## config.mk

```make
export PLATFORM = sky130hd
export DESIGN_NAME = sc_mac_et
export DESIGN_NICKNAME = d
export VERILOG_FILES = /design/src/rtl/sc_mac_et.sv
export SDC_FILE = /design/constraint.sdc
export NUM_CORES = 1
export LEC_CHECK = 0
export BUFFER_PORTS_ARGS = -buffer_cell sky130_fd_sc_hd__buf_2
export CORE_MARGIN = 2
export CORE_UTILIZATION = 60
export CTS_CLUSTER_SIZE = 14
export DETAILED_ROUTE_END_ITERATION = 12
export PLACE_DENSITY = 0.84
export SLEW_MARGIN = 20
export SYNTH_ARGS = -nofsm -noshare
export SYNTH_HDL_FRONTEND = slang
export SYNTH_SLANG_ARGS = --single-unit
```

## constraint.sdc

```tcl
create_clock -name clk -period 8.09 [get_ports clk]
set_input_delay 0.809 -clock clk [delete_from_list [all_inputs] [get_ports clk]]
set_output_delay 0.809 -clock clk [all_outputs]
set_load 0.01 [all_outputs]
```

## src/rtl/sc_mac_et.sv

```systemverilog
// sc_mac_et: stochastic-computing multiply-accumulate with early termination.
// Each RUN cycle ANDs N bitstream pairs, picks one product with a round-robin
// select, counts the ones and ends the run as soon as the threshold decision
// is settled (or the full stream length has been consumed).
module sc_mac_et #(
  parameter int N  = 4,
  parameter int CW = 8
) (
  input  logic          clk,
  input  logic          rst,
  input  logic          start,
  input  logic [CW-1:0] len_i,
  input  logic [CW-1:0] thr_i,
  input  logic          et_en_i,
  input  logic [2*N-1:0] x_i,
  output logic          busy_o,
  output logic          done_o,
  output logic          z_o,
  output logic [CW-1:0] count_o,
  output logic [CW-1:0] cycles_o,
  output logic          dec_o,
  output logic          et_o
);

  localparam int SW = $clog2(N);

  localparam logic [1:0] S_IDLE = 2'd0;
  localparam logic [1:0] S_RUN  = 2'd1;
  localparam logic [1:0] S_DONE = 2'd2;

  logic [1:0]    state;
  logic [CW-1:0] len_q;
  logic [CW-1:0] thr_q;
  logic          et_en_q;
  logic [SW-1:0] sel;
  logic [CW-1:0] count_q;
  logic [CW-1:0] cycles_q;
  logic          z_q;
  logic          dec_q;
  logic          et_q;
  logic          done_q;

  logic [N-1:0]  prod;
  logic          bit_sel;
  logic [CW-1:0] count_n;
  logic [CW-1:0] cycles_n;
  logic [CW-1:0] remaining;
  logic          end_run;
  logic          end_dec;
  logic          end_et;

  // Per-pair products and the round-robin selected bit.
  always_comb begin
    // NOTE: every always_comb output gets a default first so no latch is inferred.
    prod = '0;
    for (int k = 0; k < N; k++) begin
      prod[k] = x_i[2*k] & x_i[2*k+1];
    end
    bit_sel = prod[sel];
  end

  // Next-count values; count + remaining never exceeds L, so CW bits suffice.
  assign count_n   = count_q + {{(CW-1){1'b0}}, bit_sel};
  assign cycles_n  = cycles_q + {{(CW-1){1'b0}}, 1'b1};
  assign remaining = len_q - cycles_n;

  // Termination decision on the post-update values, natural end first.
  always_comb begin
    end_run = 1'b0;
    end_dec = 1'b0;
    end_et  = 1'b0;
    if (cycles_n == len_q) begin
      end_run = 1'b1;
      end_dec = (count_n >= thr_q);
    end else if (et_en_q && (count_n >= thr_q)) begin
      end_run = 1'b1;
      end_dec = 1'b1;
      end_et  = 1'b1;
    end else if (et_en_q && ((count_n + remaining) < thr_q)) begin
      end_run = 1'b1;
      end_et  = 1'b1;
    end
  end

  // Control FSM and datapath registers; done_q is a one-cycle entry pulse.
  always_ff @(posedge clk or posedge rst) begin
    // NOTE: sequential state uses non-blocking assignments only.
    if (rst) begin
      state    <= S_IDLE;
      len_q    <= '0;
      thr_q    <= '0;
      et_en_q  <= 1'b0;
      sel      <= '0;
      count_q  <= '0;
      cycles_q <= '0;
      z_q      <= 1'b0;
      dec_q    <= 1'b0;
      et_q     <= 1'b0;
      done_q   <= 1'b0;
    end else begin
      done_q <= 1'b0;
      case (state)
        S_IDLE, S_DONE: begin
          if (start) begin
            len_q    <= len_i;
            thr_q    <= thr_i;
            et_en_q  <= et_en_i;
            sel      <= '0;
            count_q  <= '0;
            cycles_q <= '0;
            z_q      <= 1'b0;
            et_q     <= 1'b0;
            if (len_i == '0) begin
              // Empty stream: decision is just whether T is zero.
              state  <= S_DONE;
              done_q <= 1'b1;
              dec_q  <= (thr_i == '0);
            end else begin
              state <= S_RUN;
              dec_q <= 1'b0;
            end
          end
        end
        S_RUN: begin
          z_q      <= bit_sel;
          count_q  <= count_n;
          cycles_q <= cycles_n;
          sel      <= sel + {{(SW-1){1'b0}}, 1'b1};
          if (end_run) begin
            state  <= S_DONE;
            done_q <= 1'b1;
            dec_q  <= end_dec;
            et_q   <= end_et;
          end
        end
        default: state <= S_IDLE;
      endcase
    end
  end

  assign busy_o   = (state == S_RUN);
  assign done_o   = done_q;
  assign z_o      = z_q;
  assign count_o  = count_q;
  assign cycles_o = cycles_q;
  assign dec_o    = dec_q;
  assign et_o     = et_q;

endmodule

```

==> results of run 1 <==
## report_power, final
part           total [W]  leakage [nW]  switching, W  internal [W]
clock           0.000173        0.0574     0.0000722      0.000100
sequential      0.000360         0.524     0.0000788      0.000281
combinational    0.00117          1.01      0.000605      0.000563
total            0.00170          1.59      0.000756      0.000944
## layout by cell type, fill, tap and decap left out, drive strengths merged, types with 2 or more instances in the layout
| cell type | count |
|---|---|
| a21o | 3 |
| a21oi | 7 |
| a22o | 6 |
| a31oi | 2 |
| and3 | 2 |
| and4 | 2 |
| buf | 52 |
| clkbuf | 6 |
| dfrtp | 41 |
| fa | 7 |
| ha | 32 |
| inv | 19 |
| mux2 | 11 |
| nand2 | 29 |
| nand2b | 3 |
| nand3 | 8 |
| nand4 | 4 |
| nor2 | 16 |
| nor2b | 3 |
| nor3 | 3 |
| nor4 | 4 |
| o21a | 4 |
| o21ai | 25 |
| o22ai | 2 |
| o31ai | 4 |
| xnor2 | 13 |
| xor2 | 10 |
## critical path, cell delays in order
cell	delay (ns)
buf_2	0.07
nand3_1	0.06
o221ai_1	0.17
a21boi_0	0.41
ha_1	0.29
xor2_1	0.34
fa_1	0.50
ha_1	0.30
a21o_1	0.15
a21oi_1	0.21
nor2b_1	0.09
o21a_1	0.19
o41ai_1	0.30
xnor2_1	0.13
ha_1	0.30
o211ai_1	0.09
a31oi_1	0.20
a2bb2oi_2	0.23
a21oi_2	0.08
mux2_4	0.31
## through the flow
step                      setup WS [ns]  cells  utilization, %
after floorplan                    3.27    281               -
after global placement             2.91    379            68.0
after detailed placement           2.75    379            68.0
after CTS                          3.02    387            70.6
after global routing               2.62    387            70.6
final                              3.00    387            70.6
## kinds of logic (layout without fill, tap and decap cells)
group | Yosys count | after routing | synth area share (%)
simple gates | 78 | 78 | 14.8
compound gates | 62 | 62 | 14.8
flops | 41 | 41 | 35.8
fa+ha+maj | 39 | 39 | 18.9
buf+inv | 27 | 79 | 3.71
xor+xnor | 23 | 23 | 7.55
mux | 11 | 11 | 4.45
## worst paths after layout
| path | end | cells past startpoint | start |
|---|---|---|---|
| setup / recovery | dec_o | 20 | x_i[4] |
| hold / removal | et_o | 2 | et_o |
| setup reg to reg | dec_o | 19 | sel[1] |
| hold reg to reg | et_o | 2 | et_o |
| max in group asynchronous | thr_q[2] | 3 | rst |
| min in group asynchronous | cycles_o[1] | 3 | rst |
## flip-flops by register name (all words and copies together) (netlist names)
| signal | count |
|---|---|
| done_o | 1 |
| cycles_o | 8 |
| z_o | 1 |
| count_o | 8 |
| dec_o | 1 |
| thr_q | 8 |
| len_q | 8 |
| et_o | 1 |
| state | 2 |
| sel | 2 |
| et_en_q | 1 |
## layer usage
metal	up-vias	global-route usage [%]	share of wire (%)
li1	1085	-	-
met1	1068	31.7	43
met2	52	42.4	52
met3	10	4.14	3.7
met4	0	9.26	1.6
met5	-	0	0
## area by class of cell
class	count	area (um^2)	area share, %
tap	54	67.6	2.05
multi-input combinational	213	1730	52.7
clock inverter	2	37.5	1.14
timing repair buffer	52	270	8.22
inverter	19	71.3	2.17
clock buffer	6	82.6	2.51
sequential	41	1030	31.2
==> impl_results.md, run 1 <==
* Die Y at 73.1 um
* Total CTS buffers at 5
* Relative slew margins at 65.6%
* HP Class: reg -> reg
* Post-CTS setup buffers at 0
* Drt drc at 0
* Global route total overflow at 0
* Final-stage net count at 399
* Gr usage total at 24.9%
* Worst slew pin tran at 0.516 ns
* Endpoints failing setup at 0
* Crit-path max FO at 4
* Crit path kind: in -> reg
* Initial Util at 61.5%
* # Max-Cap Violations at 0
* Layout area overhead at 14.8%
* Port Buf Inserts at 48
* Vias in the first global route at 2194
* First-pass GRT wire length at 10100 um
* CTS tree: built
* Slew Limit Fails at 0
* Placed Instance Area at 3170 um^2
* DRT Wirelength at 6120 um
* EDFF count, synth at 0
* CTS resizes at 0
* Hold_buf cts at 0
* Final HPWL DP at 4690 um
* Unrepaired setup endpoints after global routing: no
* Diode count at 0
* Synth Register Bits at 41
* Hold slack final at 0.503 ns
* Fillers at 361
* H-tree levels at 2
* IO Pins at 49
* Post-route minimum period at 5.09 ns
* Worst Setup Start Kind: primary input
* Clk_lat worst skew at 0.30 ns
* Cell accounting for the most synthesized area: dfrtp_1
* PwrDens at 517 nW/um^2
* CTS root buffer: clkbuf_8
* Cells taking the most area after synthesis: dfrtp_1 36%, ha_1 14%, fa_1 4.9%, o21ai_0 4.0%, xnor2_1 4.0%
* Routed vias/inst at 5.72
* Critical Path RT at 8.27 ns
* Hold Fails Final Rpt at 0
* Synth top cells by count: 41 x dfrtp_1, 32 x ha_1, 29 x nand2_1
* Post-synth cell types at 51
* Final Cycle Share at 62.9%
* Mapped Cells at 281
* CTS Buffer Depth at 2
* Most frequent cell after synthesis: dfrtp_1
* Avg Inst Size Synth at 10.2 um^2
* FP Rows at 25
* Die area at 5350 um^2
* Post-Layout Inst Area at 3290 um^2
* Post-route setup TNS at 0 ns
* F_max at 196 MHz
* Skew final at 0.00760 ns
* Initial antenna violation count at 0
* Status: finished, final reports clean
* Synth top area share at 35.8%
* Share of cells above drive strength 1 at 25.2%
* Peak supply drop at 0.341 mV
* Pwr Total at 0.00170 W
* DRT iter0 DRCs at 100
* Leak at 1.59 nW
* Clk sink count at 41
* CP Capture Type: flop
* Average wire per standard cell at 15.8 um
* RD Place Congestion at 0.876
* R2R setup slack at 3.15 ns
* Die Wd at 73.1 um
* Share of flip-flops with an asynchronous set or reset at 100%
* Largest net degree at the start of global routing at 42
* Critical path arrival at 5.27 ns
* Sequential-to-total area share from yosys stat at 35.8%
* Syn Nets at 348
* Vias at 2215
* Core footprint at 4660 um^2
* Pre-antenna DRT Iters at 4
* Synthesized cell area at 2870 um^2
* Ys Warns at 0
* Final ANT Viol Nets at 0
* Synth Flop Type: dfrtp_1
* Worst-path clk slew at 0.07 ns
Note: power is estimated with default switching activity, not from simulation.
==> inputs of run 2 (changes only) <==
CORE_UTILIZATION = 51   (was 60)
PLACE_DENSITY = 0.76   (was 0.84)
clock period = 4.49 ns   (was 8.09 ns; I/O delays follow)
==> impl_results.md, run 2 (synthesized netlist as in run 1, its figures left out) <==
* Diode count at 0 (unchanged)
* Share of cells above drive strength 1 at 35.7% (+10 points)
* Largest net degree at the start of global routing at 42 (unchanged)
* Pint at 0.00202 W (+110%)
* Final HPWL DP at 5340 um (+14%)
* CTS tree: built
* Peak supply drop at 0.567 mV (+66%)
* Pre-antenna DRT Iters at 4 (unchanged)
* Crit-path max FO at 3 (-1)
* Relative slew margins at 64.1% (-1.5 points)
* Drt drc at 0 (unchanged)
* Slew Limit Fails at 0 (unchanged)
* Routed vias/inst at 5.52 (-3.5%)
* Unrepaired setup endpoints after global routing: yes
* Slowest CP cell: fa_1
* Core footprint at 5470 um^2 (+17%)
* R2r startpoint: sel[1]
* Average wire per standard cell at 17.0 um (+7.4%)
* DRT iter0 DRCs at 109 (+9.0%)
* Initial antenna violation count at 0 (unchanged)
* # Max-Cap Violations at 0 (unchanged)
* Worst-path clk slew at 0.08 ns (about the same)
* F_max at 232 MHz
* Global route total overflow at 0 (unchanged)
* CP max stage delay at 0.55 ns (+0.05 ns)
* Die Y at 79.0 um (+8.0%)
* DRT Wirelength at 7320 um (+20%)
* Total CTS buffers at 5 (unchanged)
* Seq pwr share at 18.2% (-3.0 points)
* Crit path kind: reg -> reg
* Setup ws final at 0.182 ns (-2.82 ns)
* H-tree levels at 2 (unchanged)
* Worst Setup Start Kind: flop
* Vias at 2380 (+7.4%)
* CTS Buffer Depth at 2 (unchanged)
* RD Place Congestion at 0.865 (-1.2%)
* Post-route setup TNS at 0 ns (unchanged)
* PwrDens at 993 nW/um^2 (+92%)
* Leak at 1.74 nW (+9.1%)
* Critical Path RT at 4.67 ns (-3.60 ns)
* Clk sink count at 41 (unchanged)
* First-pass GRT wire length at 11100 um (+9.7%)
* Post-route minimum period at 4.31 ns
* CTS root buffer: clkbuf_8
* Critical path arrival at 4.49 ns (-0.78 ns)
* Final Cycle Share at 95.9%
* Hold slack final at 0.254 ns (-0.249 ns)
* Gr usage total at 23.1% (-1.8 points)
* FP Rows at 27 (+8.0%)
* Die area at 6240 um^2 (+17%)
* Vias in the first global route at 2307 (+5.2%)
* HP Class: in -> async
* Critical path buffer and inverter count at 2 (+1)
* Net Sw Power at 0.00159 W (+110%)
* Layout area overhead at 27.0%
* IO Pins at 49 (unchanged)
* CP Capture Type: flop
* Final-stage net count at 425 (+6.5%)
* Comb power frac at 75.2% (+6.5 points)
* Most frequent cells in the layout: 48 x buf_2, 41 x dfrtp_1, 29 x nand2_1
* R2R Path End: dec_o
* Crit path from: sel[1]
* Hold Fails Final Rpt at 0 (unchanged)
* Final Util at 66.5% (-4.1 points)
* Hold_buf cts at 0 (unchanged)
* Crit path max-delay family: adder cells
* Worst slew pin tran at 0.539 ns (+0.0227 ns)
* Status: finished, final reports clean
* Setup WS pre-CTS at -0.203 ns (-2.95 ns)
* Worst Reg-to-Reg Cells at 20 (+1)
* Port Buf Inserts at 48 (unchanged)
* Initial Util at 52.4% (-9.1 points)
* Final ANT Viol Nets at 0 (unchanged)
* R2R setup slack at 0.18 ns (-2.97 ns)
* Endpoints failing setup at 0 (unchanged)
* Pwr Total at 0.00361 W (+110%)
* Commonest non-fill, non-tap cell in the layout: buf_2
* Cells along the critical path: buf_4 -> nor2b_1 -> a21boi_2 -> buf_6 -> ha_4 -> and4_1 -> and3_1 -> xor2_2 -> fa_1 -> ha_4 -> nor2_1 -> nor2_1 -> o41ai_2 -> xnor2_1 -> ha_1 -> o211ai_1 -> a31oi_1 -> a2bb2oi_2 -> a21oi_2 -> mux2_4
* Clk_lat worst skew at 0.30 ns (about the same)
* Die Wd at 79.0 um (+8.0%)
* Switching Share at 44.0% (-0.53 points)
* Skew final at 0.0109 ns (+0.00333 ns)
* Clk pwr share at 6.6% (-3.5 points)
==> run 2: changes by cell type in the layout (fill, tap and decap cells not counted), moves of 2 or more <==
cell and change:
a21oi_1 -2, a21oi_2 +2, buf_4 +23, buf_6 +3, clkinv_2 +2, ha_1 -5, ha_4 +5, xnor2_1 -2
xor2_1 -3, xor2_2 +3
==> run 2: routing by layer <==
layer | wire length (um) | global-route usage [%]
met5 | 0 | 0
met4 | 183 | 7.24
met1 | 3070 | 28.6
met3 | 331 | 5.00
met2 | 3740 | 40.3
==> run 2: repair_timing <==
action	4_1_cts	5_1_grt
pin swaps	0	19
endpoints found under the setup margin	4	5
buffers inserted	0	5
resized for setup	3	26
==> run 2: how the worst max path moves through the flow <==
stage / to / slack (ns) / cells after the start
2_1_floorplan: dec_o / 0.03 / 19
3_3_place_gp: dec_o / -0.002 / 21
3_5_place_dp: dec_o / -0.20 / 21
4_1_cts: dec_o / 0.07 / 20
5_1_grt: dec_o / -0.07 / 22
6_report: dec_o / 0.18 / 20
==> run 2: area by class of cell <==
class                      instances  area (um^2)
tap                               72         90.1
clock buffer                       6         72.6
timing repair buffer              78          477
sequential                        41         1030
clock inverter                     2         10.0
inverter                          19         71.3
fill                             431         1830
multi-input combinational        213         1890
==> run 2: worst reg2reg max path, cell delays in order, from the launching register on <==
cell and delay, ns:
dfrtp_1 0.41, buf_4 0.14, nor2b_1 0.21, a21boi_2 0.09
buf_6 0.14, ha_4 0.16, and4_1 0.21, and3_1 0.21
xor2_2 0.18, fa_1 0.55, ha_4 0.30, nor2_1 0.04
nor2_1 0.14, o41ai_2 0.10, xnor2_1 0.15, ha_1 0.31
o211ai_1 0.08, a31oi_1 0.18, a2bb2oi_2 0.20, a21oi_2 0.08
mux2_4 0.31
==> run 2: power groups by stage <==
stage	combinational, W	sequential (W)	clock (W)
after floorplan	0.00164	0.000633	0
after CTS	0.00240	0.000651	0.000245
final	0.00272	0.000656	0.000239
after detailed placement	0.00236	0.000656	0
after global placement	0.00226	0.000650	0
after global routing	0.00304	0.000676	0.000259
==> run 2: per-stage QoR <==
step | cells | area [um^2]
final | 431 | 3640
after global routing | 431 | 3640
after CTS | 426 | 3450
after detailed placement | 418 | 3350
after global placement | 418 | 3350
after floorplan | 281 | 2870
==> inputs of run 3 (changes only) <==
BUFFER_PORTS_ARGS = -buffer_cell sky130_fd_sc_hd__buf_4   (was -buffer_cell sky130_fd_sc_hd__buf_2)
==> impl_results.md, run 3 (synthesized netlist as in run 1, its figures left out) <==
* Status: complete, but fails checks
* Failing checks: setup timing
* Pre-antenna DRT Iters at 4 (unchanged)
* Cells after DPL at 419 (+0.24%)
* HP Class: in -> async
* Critical path arrival at 4.69 ns (+0.20 ns)
* DRT Wirelength at 7890 um (+7.8%)
* Endpoints failing setup at 3 (+3)
* Switching Share at 44.4% (+0.43 points)
* Worst slew pin tran at 0.533 ns (-0.00581 ns)
* PwrDens at 985 nW/um^2 (-0.73%)
* Most frequent cells in the layout: 77 x buf_4, 40 x dfrtp_1, 29 x nand2_1
* Final-stage net count at 425 (unchanged)
* Drt drc at 0 (unchanged)
* Hold slack final at 0.260 ns (+0.00648 ns)
* Setup WS pre-CTS at -0.204 ns (-0.00128 ns)
* Post-route minimum period at 4.50 ns (+0.196 ns)
* CTS root buffer: clkbuf_8
* Unrepaired setup endpoints after global routing: yes
* F_max at 222 MHz (-4.3%)
* CTS tree: built
* Critical Path RT at 4.68 ns (about the same)
* Fillers at 394 (-8.6%)
* Final ANT Viol Nets at 0 (unchanged)
* Slew Limit Fails at 0 (unchanged)
* First-pass GRT wire length at 12200 um (+9.8%)
* H-tree levels at 2 (unchanged)
* Non-Filler Instances at 431 (unchanged)
* Final HPWL DP at 5620 um (+5.1%)
* Final Cycle Share at 100% (+4.4 points)
* Crit-path max FO at 3 (unchanged)
* Seq pwr share at 17.8% (-0.4 points)
* Share of cells above drive strength 1 at 35.9% (+0.28 points)
* Commonest non-fill, non-tap cell in the layout: buf_4
* Hold_buf cts at 0 (unchanged)
* Diode count at 0 (unchanged)
* Comb power frac at 74.7% (-0.5 points)
* Clk pwr share at 7.4% (+0.8 points)
* Metal1 wirelength at 3330 um (+8.7%)
* # Max-Cap Violations at 0 (unchanged)
* Relative slew margins at 64.1% (+0.084 points)
* Layout area overhead at 32.1%
* CTS Buffer Depth at 2 (unchanged)
* Average wire per standard cell at 18.3 um (+7.8%)
* Pint at 0.00207 W (+2.5%)
* Met2 WL at 4080 um (+9.3%)
* IO Pins at 49 (unchanged)
* Worst Setup Start Kind: flop
* FP Rows at 27 (unchanged)
* Clk sink count at 41 (unchanged)
* Skew final at 0.00701 ns (-0.00392 ns)
* Port Buf Inserts at 48 (unchanged)
* Worst-path clk slew at 0.08 ns (about the same)
* Core footprint at 5470 um^2 (unchanged)
* Largest net degree at the start of global routing at 42 (unchanged)
* Net Sw Power at 0.00166 W (+4.3%)
* Uppermost routed layer: met4
* RD Place Congestion at 0.878 (+1.4%)
* Die area at 6240 um^2 (unchanged)
* Global route total overflow at 0 (unchanged)
* Clk_lat worst skew at 0.30 ns (about the same)
* Total CTS buffers at 5 (unchanged)
* Die Y at 79.0 um (unchanged)
* Vias in the first global route at 2578 (+12%)
* Routed wl met3 at 273 um (-18%)
* Initial Util at 52.4% (unchanged)
* CP Capture Type: flop
* Crit path kind: reg -> reg
* DRT iter0 DRCs at 110 (+0.92%)
* Routed vias/inst at 5.65 (+2.4%)
* Vias at 2436 (+2.4%)
* Gr usage total at 25.1% (+2.0 points)
* Initial antenna violation count at 0 (unchanged)
* Setup ws final at -0.0136 ns (-0.196 ns)
* Hold Fails Final Rpt at 0 (unchanged)
* Die Wd at 79.0 um (unchanged)
* Leak at 1.78 nW (+2.4%)
* Peak supply drop at 0.645 mV (+14%)
## run 3: changes by cell type in the layout (fill, tap and decap cells not counted), sizes merged
| cell | change |
|---|---|
| clkinv | -1 |
| clkbuf | +1 |
## run 3: cell type report
class / instances / area (um^2) / share of cell area (%)
multi-input cells: 213 / 1910 / 50.4
flip-flops and latches: 41 / 1030 / 27.1
repair buffers: 78 / 589 / 15.6
clock buffers: 7 / 96.3 / 2.54
well taps: 72 / 90.1 / 2.38
inverters: 19 / 71.3 / 1.88
clock inverters: 1 / 5.00 / 0.132
## run 3: power groups by stage
| stage | clock network, W | registers [W] | logic [W] |
|---|---|---|---|
| 4_1_cts | 0.000279 | 0.000650 | 0.00247 |
| 6_report | 0.000277 | 0.000666 | 0.00279 |
| 3_5_place_dp | 0 | 0.000657 | 0.00244 |
| 3_3_place_gp | 0 | 0.000653 | 0.00230 |
| 2_1_floorplan | 0 | 0.000633 | 0.00164 |
| 5_1_grt | 0.000290 | 0.000686 | 0.00309 |
## run 3: metrics by stage
step                      instance area, um^2  power [W]  setup TNS, ns  utilization, %
after floorplan                          2870    0.00228              0               -
after global placement                   3480    0.00295        -0.0208            63.5
after detailed placement                 3480    0.00310         -0.735            63.5
after CTS                                3590    0.00340              0            65.7
after global routing                     3790    0.00407          -1.45            69.2
final                                    3790    0.00373        -0.0253            69.2
## run 3: routing by layer
| metal | up-vias | GRT usage (%) |
|---|---|---|
| met5 | - | 0 |
| li1 | 1138 | - |
| met3 | 20 | 4.43 |
| met4 | 0 | 7.41 |
| met1 | 1201 | 31.9 |
| met2 | 77 | 43.7 |
## run 3: final timing paths
path	from	to	slack [ns]	cells past startpoint
worst max-delay path	sel[1]	dec_o	-0.01	19
worst min-delay path	rst	z_o	0.26	3
worst max register to register	sel[1]	dec_o	-0.01	19
worst min register to register	z_o	z_o	0.52	1
max in group asynchronous	rst	sel[0]	3.82	3
min in group clk	thr_i[2]	thr_q[2]	0.36	3
## run 3: worst max-delay path, stage by stage, from the launching register on
cell and delay, ns:
dfrtp_1 0.43, nand3_2 0.10, o221ai_2 0.18, a21boi_4 0.29, ha_4 0.21, buf_6 0.11, nand3_4 0.12, xnor2_4 0.20
fa_1 0.59, ha_4 0.21, nor2b_1 0.12, o21a_1 0.22, o41ai_4 0.31, xnor2_1 0.12, ha_1 0.30, o211ai_1 0.09
a31oi_1 0.19, a2bb2oi_2 0.21, a21oi_2 0.08, mux2_4 0.30
## run 3: timing repair
action	CTS	global route
pin swaps	0	18
buffers inserted	0	5
endpoints found under the setup margin	3	5
resized for setup	2	26
